### config.mk
export PLATFORM = sky130hd
export DESIGN_NAME = outer_seq_flat
export DESIGN_NICKNAME = d
export VERILOG_FILES = /design/src/rtl/eforth1_pkg.sv /design/src/rtl/outer_seq_if.sv /design/src/rtl/outer_seq_lit_emitter.sv /design/src/rtl/outer_seq.sv /design/src/flat_wrapper.sv
export SDC_FILE = /design/constraint.sdc
export NUM_CORES = 1
export LEC_CHECK = 0
export CAP_MARGIN = 30
export CORE_ASPECT_RATIO = 0.5
export CORE_UTILIZATION = 30
export CTS_BUF_LIST = sky130_fd_sc_hd__clkbuf_2 sky130_fd_sc_hd__clkbuf_4 sky130_fd_sc_hd__clkbuf_8
export DETAILED_ROUTE_END_ITERATION = 8
export GPL_TIMING_DRIVEN = 1
export PLACE_DENSITY = 0.54
export SYNTH_ARGS = -nofsm -noshare
export SYNTH_HDL_FRONTEND = slang
export SYNTH_SLANG_ARGS = --single-unit
### constraint.sdc
create_clock -name clk -period 7.7 [get_ports clk]
set_input_delay 1.155 -clock clk [delete_from_list [all_inputs] [get_ports clk]]
set_output_delay 1.155 -clock clk [all_outputs]
set_load 0.02 [all_outputs]
### src/rtl/eforth1_pkg.sv
// rtl/eforth1_pkg.sv - shared state encoding and defaults for the outer interpreter
package eforth1_pkg;

    typedef enum logic [2:0] {
        IDLE,
        FND,
        EXE,
        CMA,
        A2I,
        LIT,
        PSH,
        ERR
    } state_t;

    localparam int unsigned OP_LIT_DEF = 'h0;

endpackage

### src/rtl/outer_seq_if.sv
// rtl/outer_seq_if.sv - control, finder, atoi, execute, memory and stack bundle of outer_seq
interface outer_seq_if #(
    parameter int MSZ = 8,
    parameter int DSZ = 32,
    parameter int ASZ = 17
);
    logic           start;
    logic [ASZ-1:0] here0;
    logic           compile;
    logic           busy;
    logic           done;
    logic [ASZ-1:0] here;
    logic           fdr_req;
    logic [ASZ-1:0] fdr_tib;
    logic           fdr_done;
    logic           fdr_hit;
    logic           fdr_empty;
    logic           fdr_imm;
    logic [MSZ-1:0] fdr_op;
    logic [ASZ-1:0] fdr_nxt;
    logic           a2i_req;
    logic [ASZ-1:0] a2i_tib;
    logic           a2i_done;
    logic           a2i_err;
    logic [DSZ-1:0] a2i_val;
    logic [ASZ-1:0] a2i_nxt;
    logic           exe_req;
    logic [MSZ-1:0] exe_op;
    logic           exe_done;
    logic           mwe;
    logic [ASZ-1:0] mai;
    logic [MSZ-1:0] mvi;
    logic           ss_push;
    logic [DSZ-1:0] ss_val;
    logic           err;
    logic [ASZ-1:0] err_tib;

    modport master (
        input  start, here0, compile,
        output busy, done, here,
        output fdr_req, fdr_tib,
        input  fdr_done, fdr_hit, fdr_empty, fdr_imm, fdr_op, fdr_nxt,
        output a2i_req, a2i_tib,
        input  a2i_done, a2i_err, a2i_val, a2i_nxt,
        output exe_req, exe_op,
        input  exe_done,
        output mwe, mai, mvi, ss_push, ss_val, err, err_tib
    );

    modport slave (
        output start, here0, compile,
        input  busy, done, here,
        input  fdr_req, fdr_tib,
        output fdr_done, fdr_hit, fdr_empty, fdr_imm, fdr_op, fdr_nxt,
        input  a2i_req, a2i_tib,
        output a2i_done, a2i_err, a2i_val, a2i_nxt,
        input  exe_req, exe_op,
        output exe_done,
        input  mwe, mai, mvi, ss_push, ss_val, err, err_tib
    );

endinterface

### src/rtl/outer_seq_lit_emitter.sv
// rtl/outer_seq_lit_emitter.sv - serialises OP_LIT then a little-endian value, one byte per step
module lit_emitter #(
    parameter int MSZ = 8,
    parameter int DSZ = 32
) (
    input  logic           clk,
    input  logic           rst_n,
    input  logic           load,
    input  logic           step,
    input  logic [DSZ-1:0] value,
    input  logic [MSZ-1:0] op_lit,
    output logic [MSZ-1:0] byte_out,
    output logic           last
);
    localparam int NB = DSZ / MSZ;
    localparam int CW = $clog2(NB + 1);

    logic [DSZ+MSZ-1:0] sr;
    logic [CW-1:0]      cnt;

    always_ff @(posedge clk or negedge rst_n) begin
        if (!rst_n) begin
            sr  <= '0;
            cnt <= '0;
        end else if (load) begin
            sr  <= {value, op_lit};
            cnt <= '0;
        end else if (step) begin
            sr  <= {{MSZ{1'b0}}, sr[DSZ+MSZ-1:MSZ]};
            cnt <= cnt + CW'(1);
        end
    end

    assign byte_out = sr[MSZ-1:0];
    assign last     = (cnt == CW'(NB));

endmodule

### src/rtl/outer_seq.sv
// rtl/outer_seq.sv - Forth outer interpreter sequencer; OUTER_IMMEDIATE_EN runs immediate words while compiling
module outer_seq
    import eforth1_pkg::*;
#(
    parameter int unsigned TIB    = 'h0,
    parameter int          MSZ    = 8,
    parameter int          DSZ    = 32,
    parameter int          ASZ    = 17,
    parameter int unsigned OP_LIT = OP_LIT_DEF
) (
    input logic       clk,
    input logic       rst,
    outer_seq_if.master bus
);
    logic [1:0] rst_sync;
    logic       rst_n;

    // Assert asynchronously, release only on a clock edge
    always_ff @(posedge clk or negedge rst) begin
        if (!rst) rst_sync <= 2'b00;
        else      rst_sync <= {rst_sync[0], 1'b1};
    end
    assign rst_n = rst_sync[1];

    state_t         state;
    logic [ASZ-1:0] tib, tok, here, err_tib_q;
    logic [MSZ-1:0] op, lit_byte;
    logic [DSZ-1:0] val;
    logic           cmp, busy_q, done_q, err_q;
    logic           fdr_req_q, a2i_req_q, exe_req_q, mwe_q, push_q;
    logic           exec_mode, lit_load, lit_last;

`ifdef OUTER_IMMEDIATE_EN
    assign exec_mode = !bus.compile || bus.fdr_imm;
`else
    logic unused_imm;
    assign unused_imm = bus.fdr_imm;
    assign exec_mode  = !bus.compile;
`endif

    assign lit_load = (state == A2I) && bus.a2i_done && !bus.a2i_err && cmp;

    lit_emitter #(.MSZ(MSZ), .DSZ(DSZ)) u_lit (
        .clk      (clk),
        .rst_n    (rst_n),
        .load     (lit_load),
        .step     (state == LIT),
        .value    (bus.a2i_val),
        .op_lit   (MSZ'(OP_LIT)),
        .byte_out (lit_byte),
        .last     (lit_last)
    );

    always_ff @(posedge clk or negedge rst_n) begin
        if (!rst_n) begin
            state     <= IDLE;
            tib       <= '0;
            tok       <= '0;
            here      <= '0;
            op        <= '0;
            val       <= '0;
            cmp       <= 1'b0;
            busy_q    <= 1'b0;
            done_q    <= 1'b0;
            err_q     <= 1'b0;
            err_tib_q <= '0;
            fdr_req_q <= 1'b0;
            a2i_req_q <= 1'b0;
            exe_req_q <= 1'b0;
            mwe_q     <= 1'b0;
            push_q    <= 1'b0;
        end else begin
            done_q <= 1'b0;
            case (state)
                IDLE: if (bus.start) begin
                    tib       <= ASZ'(TIB);
                    here      <= bus.here0;
                    err_q     <= 1'b0;
                    busy_q    <= 1'b1;
                    fdr_req_q <= 1'b1;
                    state     <= FND;
                end
                FND: if (bus.fdr_done) begin
                    fdr_req_q <= 1'b0;
                    tib       <= bus.fdr_nxt;
                    tok       <= tib;
                    op        <= bus.fdr_op;
                    cmp       <= bus.compile;
                    if (bus.fdr_empty) begin
                        busy_q <= 1'b0;
                        done_q <= 1'b1;
                        state  <= IDLE;
                    end else if (bus.fdr_hit && exec_mode) begin
                        exe_req_q <= 1'b1;
                        state     <= EXE;
                    end else if (bus.fdr_hit) begin
                        mwe_q <= 1'b1;
                        state <= CMA;
                    end else begin
                        a2i_req_q <= 1'b1;
                        state     <= A2I;
                    end
                end
                EXE: if (bus.exe_done) begin
                    exe_req_q <= 1'b0;
                    fdr_req_q <= 1'b1;
                    state     <= FND;
                end
                CMA: begin
                    mwe_q     <= 1'b0;
                    here      <= here + ASZ'(1);
                    fdr_req_q <= 1'b1;
                    state     <= FND;
                end
                A2I: if (bus.a2i_done) begin
                    a2i_req_q <= 1'b0;
                    if (bus.a2i_err) begin
                        state <= ERR;
                    end else begin
                        tib <= bus.a2i_nxt;
                        val <= bus.a2i_val;
                        if (cmp) begin
                            mwe_q <= 1'b1;
                            state <= LIT;
                        end else begin
                            push_q <= 1'b1;
                            state  <= PSH;
                        end
                    end
                end
                PSH: begin
                    push_q    <= 1'b0;
                    fdr_req_q <= 1'b1;
                    state     <= FND;
                end
                LIT: begin
                    here <= here + ASZ'(1);
                    if (lit_last) begin
                        mwe_q     <= 1'b0;
                        fdr_req_q <= 1'b1;
                        state     <= FND;
                    end
                end
                ERR: begin
                    err_q     <= 1'b1;
                    err_tib_q <= tok;
                    done_q    <= 1'b1;
                    busy_q    <= 1'b0;
                    state     <= IDLE;
                end
                default: state <= IDLE;
            endcase
        end
    end

    assign bus.busy    = busy_q;
    assign bus.done    = done_q;
    assign bus.here    = here;
    assign bus.fdr_req = fdr_req_q;
    assign bus.fdr_tib = tib;
    assign bus.a2i_req = a2i_req_q;
    assign bus.a2i_tib = tok;
    assign bus.exe_req = exe_req_q;
    assign bus.exe_op  = op;
    assign bus.mwe     = mwe_q;
    assign bus.mai     = here;
    assign bus.mvi     = (state == LIT) ? lit_byte : op;
    assign bus.ss_push = push_q;
    assign bus.ss_val  = val;
    assign bus.err     = err_q;
    assign bus.err_tib = err_tib_q;

endmodule

### src/flat_wrapper.sv
// flat-port wrapper written by rule: the top's interface ports become plain ports
module outer_seq_flat import eforth1_pkg::*;
#(
    parameter int unsigned TIB    = 'h0,
    parameter int          MSZ    = 8,
    parameter int          DSZ    = 32,
    parameter int          ASZ    = 17,
    parameter int unsigned OP_LIT = OP_LIT_DEF
)
  (clk, rst, bus_start, bus_here0, bus_compile, bus_busy, bus_done, bus_here, bus_fdr_req, bus_fdr_tib, bus_fdr_done, bus_fdr_hit, bus_fdr_empty, bus_fdr_imm, bus_fdr_op, bus_fdr_nxt, bus_a2i_req, bus_a2i_tib, bus_a2i_done, bus_a2i_err, bus_a2i_val, bus_a2i_nxt, bus_exe_req, bus_exe_op, bus_exe_done, bus_mwe, bus_mai, bus_mvi, bus_ss_push, bus_ss_val, bus_err, bus_err_tib);
  outer_seq_if #(.MSZ(MSZ), .DSZ(DSZ), .ASZ(ASZ)) bus_i ();
  input logic clk;
  input logic rst;
  input wire logic [$bits(bus_i.start)-1:0] bus_start;
  input wire logic [$bits(bus_i.here0)-1:0] bus_here0;
  input wire logic [$bits(bus_i.compile)-1:0] bus_compile;
  output wire logic [$bits(bus_i.busy)-1:0] bus_busy;
  output wire logic [$bits(bus_i.done)-1:0] bus_done;
  output wire logic [$bits(bus_i.here)-1:0] bus_here;
  output wire logic [$bits(bus_i.fdr_req)-1:0] bus_fdr_req;
  output wire logic [$bits(bus_i.fdr_tib)-1:0] bus_fdr_tib;
  input wire logic [$bits(bus_i.fdr_done)-1:0] bus_fdr_done;
  input wire logic [$bits(bus_i.fdr_hit)-1:0] bus_fdr_hit;
  input wire logic [$bits(bus_i.fdr_empty)-1:0] bus_fdr_empty;
  input wire logic [$bits(bus_i.fdr_imm)-1:0] bus_fdr_imm;
  input wire logic [$bits(bus_i.fdr_op)-1:0] bus_fdr_op;
  input wire logic [$bits(bus_i.fdr_nxt)-1:0] bus_fdr_nxt;
  output wire logic [$bits(bus_i.a2i_req)-1:0] bus_a2i_req;
  output wire logic [$bits(bus_i.a2i_tib)-1:0] bus_a2i_tib;
  input wire logic [$bits(bus_i.a2i_done)-1:0] bus_a2i_done;
  input wire logic [$bits(bus_i.a2i_err)-1:0] bus_a2i_err;
  input wire logic [$bits(bus_i.a2i_val)-1:0] bus_a2i_val;
  input wire logic [$bits(bus_i.a2i_nxt)-1:0] bus_a2i_nxt;
  output wire logic [$bits(bus_i.exe_req)-1:0] bus_exe_req;
  output wire logic [$bits(bus_i.exe_op)-1:0] bus_exe_op;
  input wire logic [$bits(bus_i.exe_done)-1:0] bus_exe_done;
  output wire logic [$bits(bus_i.mwe)-1:0] bus_mwe;
  output wire logic [$bits(bus_i.mai)-1:0] bus_mai;
  output wire logic [$bits(bus_i.mvi)-1:0] bus_mvi;
  output wire logic [$bits(bus_i.ss_push)-1:0] bus_ss_push;
  output wire logic [$bits(bus_i.ss_val)-1:0] bus_ss_val;
  output wire logic [$bits(bus_i.err)-1:0] bus_err;
  output wire logic [$bits(bus_i.err_tib)-1:0] bus_err_tib;
  assign bus_i.start = bus_start;
  assign bus_i.here0 = bus_here0;
  assign bus_i.compile = bus_compile;
  assign bus_busy = bus_i.busy;
  assign bus_done = bus_i.done;
  assign bus_here = bus_i.here;
  assign bus_fdr_req = bus_i.fdr_req;
  assign bus_fdr_tib = bus_i.fdr_tib;
  assign bus_i.fdr_done = bus_fdr_done;
  assign bus_i.fdr_hit = bus_fdr_hit;
  assign bus_i.fdr_empty = bus_fdr_empty;
  assign bus_i.fdr_imm = bus_fdr_imm;
  assign bus_i.fdr_op = bus_fdr_op;
  assign bus_i.fdr_nxt = bus_fdr_nxt;
  assign bus_a2i_req = bus_i.a2i_req;
  assign bus_a2i_tib = bus_i.a2i_tib;
  assign bus_i.a2i_done = bus_a2i_done;
  assign bus_i.a2i_err = bus_a2i_err;
  assign bus_i.a2i_val = bus_a2i_val;
  assign bus_i.a2i_nxt = bus_a2i_nxt;
  assign bus_exe_req = bus_i.exe_req;
  assign bus_exe_op = bus_i.exe_op;
  assign bus_i.exe_done = bus_exe_done;
  assign bus_mwe = bus_i.mwe;
  assign bus_mai = bus_i.mai;
  assign bus_mvi = bus_i.mvi;
  assign bus_ss_push = bus_i.ss_push;
  assign bus_ss_val = bus_i.ss_val;
  assign bus_err = bus_i.err;
  assign bus_err_tib = bus_i.err_tib;
  outer_seq #(.TIB(TIB), .MSZ(MSZ), .DSZ(DSZ), .ASZ(ASZ), .OP_LIT(OP_LIT)) u_core (.clk(clk), .rst(rst), .bus(bus_i));
endmodule
==> impl_metrics.json <==
{
  "synth_seq_cells": 165,
  "grt_max_degree": 77,
  "crit_chain": "and3b_2 > buf_4 > nand2_1 > nand2_1 > clkdlybuf4s50_1",
  "finalCritPeriodShare": 0.5536,
  "cp-endpoint": "bus_mvi[6]",
  "pin_count": 243,
  "dpl.hpwl_um": 14350,
  "clock_latency_ps": 470,
  "ir_drop_mv": 0.1602,
  "cts_root_buf": "clkbuf_8",
  "rows": 40,
  "rrSetupSlack_ps": 4880,
  "crit_start": "u_core.state[0]",
  "slew_headroom": 0.3727,
  "drt_wl_total_um": 20350,
  "drt_iter0_drc": 242,
  "hold_buffers": 0,
  "gp_congestion": 0.8026,
  "fp.coreArea_um2": 24120,
  "cts_buffers": 17,
  "dp_cells": 1182,
  "antenna_found_initial": 0,
  "crit_buf_inv": 2,
  "synth_flop_cell": "dfrtp_1",
  "cts_buffer_depth": 2,
  "fin_crit_ps": 4263,
  "worstPathArrival_ps": 3110,
  "drc": 0,
  "slowest_delay_ps": 970,
  "placed_cell_area_um2": 10080,
  "synthesis.area_um2": 7403,
  "grt_usage": 0.1660,
  "timing.rr.end": "u_core.bus.mwe",
  "hold_ws_ps": 335.7,
  "drive_gt1_frac": 0.1482,
  "power.leakage_nw": 4.422,
  "ctsResizeCount": 0,
  "start_util": 0.3069,
  "postCtsSetupRepairBufs": 0,
  "drv_cap": 0,
  "postLayoutCellArea_um2": 10460,
  "cp_top_family": "buffers and inverters",
  "clock_sinks": 165,
  "worstReg2RegStart": "u_core.state[2]",
  "die_area_um2": 25350,
  "ant_nets": 0,
  "ys.warnings.count": 0,
  "path_class": "flop to output port",
  "grt_setup_unrepaired": "false",
  "fin_tns_setup_ps": 0,
  "die_y_um": 113.1,
  "cts_tree": "yes",
  "fill_cells": 2334,
  "end_kind": "output port",
  "fmax_ghz": 0.2346,
  "fin_worst_skew_ps": 10.21,
  "worst-path-stages": 5,
  "dr.pass1.iters": 4,
  "final_cells": 1213,
  "yosysUniqueCellTypes": 52,
  "syn2layout_area_growth_pct": 41.29,
  "syn_inst": 647,
  "synth_edf_count": 0,
  "timing.final.max_slew_violations": 0,
  "tightest_slew_ps": 941.0,
  "hold_viol": 0,
  "syn_area_per_cell_um2": 11.44,
  "hp-class": "flop to async pin",
  "grt_pass1_vias": 5770,
  "crit_top_cell": "nand2_1",
  "cp-start-kind": "flop",
  "die_w_um": 224.2,
  "finalSetupViolCount": 0,
  "synth_nets": 752,
  "wl_per_cell_um": 16.78,
  "async_reset_ff_frac": 1.000,
  "finalNetCount": 970,
  "status": "completed",
  "h-tree-depth": 4,
  "reg2reg_depth": 6,
  "num_antenna_cells": 0,
  "power_density_nw_per_um2": 402.2,
  "cp_max_fo": 43,
  "slowest_stage": "dfrtp_1",
  "grt_pass1_wl_um": 32510,
  "port_buffers": 241,
  "grt_overflow_total": 0,
  "critPathRequiredTime_ps": 6550,
  "synth-seq-area-share": 0.5577,
  "vias": 5703,
  "clk_pin_slew_ps": 90,
  "via_per_inst": 4.702
}
[registers in the layout, summed over array words and instances (netlist names), 2 cells and up]
signal	flops
u_core.u_lit.sr	40
u_core.bus.ss_val	32
u_core.bus.a2i_tib	17
u_core.bus.err_tib	17
u_core.bus.fdr_tib	17
u_core.bus.here	17
u_core.bus.exe_op	8
u_core.state	3
u_core.u_lit.cnt	3
u_core.rst_sync	2
[cells in the mapped netlist (all sizes together), types with 2 or more instances]
| cell | count | area share |
|---|---|---|
| nand2 | 105 | 0.054 |
| a221o | 4 | 0.0054 |
| o22ai | 4 | 0.0034 |
| o32ai | 3 | 0.0035 |
| a31oi | 3 | 0.0025 |
| nor3b | 2 | 0.0034 |
| nand3 | 19 | 0.013 |
| mux2i | 24 | 0.032 |
| buf | 38 | 0.031 |
| and2 | 3 | 0.0025 |
| nor4 | 2 | 0.0017 |
| a21oi | 27 | 0.018 |
| and4 | 3 | 0.0035 |
| nand4 | 4 | 0.0034 |
| nor3 | 6 | 0.0041 |
| inv | 8 | 0.0041 |
| a211oi | 3 | 0.0030 |
| xor2 | 2 | 0.0034 |
| mux2 | 93 | 0.14 |
| a22o | 17 | 0.020 |
| a21o | 2 | 0.0020 |
| o211ai | 5 | 0.0051 |
| nor2 | 18 | 0.0091 |
| a22oi | 4 | 0.0041 |
| o311ai | 3 | 0.0035 |
| nand2b | 4 | 0.0034 |
| or4 | 5 | 0.0051 |
| clkbuf | 16 | 0.0081 |
| ha | 3 | 0.0051 |
| o21ai | 38 | 0.026 |
| dfrtp | 165 | 0.56 |
[where the power goes]
part | switching [W] | total (W) | internal, W
sequential | 0.000293 | 0.00149 | 0.00120
combinational | 0.00105 | 0.00209 | 0.00104
clock | 0.000325 | 0.000625 | 0.000299
[per-layer routing]
layer / vias up / GRT usage / part of all wire
met5: - / 0 / 0
met4: 0 / 0.04703 / 0.010
met3: 15 / 0.04051 / 0.038
met2: 105 / 0.2677 / 0.49
met1: 2856 / 0.2223 / 0.46
li1: 2727 / - / -
[how the worst min path moves through the flow]
stage / slack [ps] / cells past startpoint / start / endpoint
global route: 390 / 0 / u_core.rst_sync[0] / u_core.rst_sync[1]
global placement: 340 / 0 / u_core.rst_sync[0] / u_core.rst_sync[1]
floorplan: 330 / 0 / u_core.rst_sync[0] / u_core.rst_sync[1]
CTS: 360 / 0 / u_core.rst_sync[1] / u_core.bus.ss_val[23]
finish: 340 / 0 / u_core.rst_sync[1] / u_core.u_lit.sr[34]
detailed placement: 340 / 0 / u_core.rst_sync[0] / u_core.rst_sync[1]
[layout by cell type, fill, tap and decap left out, types with 2 or more instances in the layout]
master           netlist  layout
a211oi_1               3       3
a21o_1                 2       2
a21oi_1               27      27
a221o_1                4       4
a22o_1                17      17
a22oi_1                4       4
a31oi_1                3       3
and2_1                 3       3
and4_1                 3       3
buf_4                 17      10
clkbuf_4               0       3
clkbuf_8               0      21
clkdlybuf4s50_1        0     241
clkinv_2               0       2
clkinvlp_4             0       3
dfrtp_1              165     164
ha_1                   3       3
inv_1                  7       7
mux2_1                17      17
mux2_2                76      76
mux2i_1               24      24
nand2_1              104     104
nand2b_1               4       4
nand3_1               19      19
nand4_1                4       4
nor2_1                18      17
nor3_1                 6       6
nor3b_2                2       2
nor4_1                 2       2
o211ai_1               5       5
o21ai_0                3       3
o21ai_1               35      35
o22ai_1                4       4
o311ai_1               3       3
o32ai_1                3       3
or4_1                  5       5
[worst register-to-register path: stages (launching register included)]
cell and delay, ps:
dfrtp_1 760, nor3b_2 270, buf_4 300, and4b_2 270, buf_4 570, o32ai_1 200
mux2_1 350
[through the flow]
stage | power [W] | util | worst slack (ps)
floorplan | 0.002678 | - | 2762
global placement | 0.003577 | 0.4160 | 3950
detailed placement | 0.003625 | 0.4177 | 3953
CTS | 0.004268 | 0.4336 | 3398
global route | 0.004478 | 0.4336 | 3157
finish | 0.004207 | 0.4336 | 3437
[layout make-up]
type | count | area (um2) | share of cell area
Inverter | 8 | 30.03 | 0.002871
Sequential cell | 165 | 4133 | 0.3951
Clock inverter | 7 | 71.32 | 0.006818
Multi-Input combinational cell | 420 | 2964 | 0.2834
Tap cell | 336 | 420.4 | 0.04019
Timing Repair Buffer | 253 | 2530 | 0.2419
Clock buffer | 24 | 311.5 | 0.02978
[cells by family (layout without fill, tap and decap cells)]
family | count (synthesis) | in the layout | share of synthesized area
other cells | 1 | 1 | 0.0005065
flops | 165 | 165 | 0.5577
mux | 117 | 117 | 0.1739
xor+xnor | 3 | 3 | 0.004564
compound gates | 118 | 118 | 0.1044
fa+ha+maj | 3 | 3 | 0.005071
buf+inv | 62 | 292 | 0.04327
simple gates | 178 | 178 | 0.1105
No activity file was read; power rests on OpenSTA's default activity.
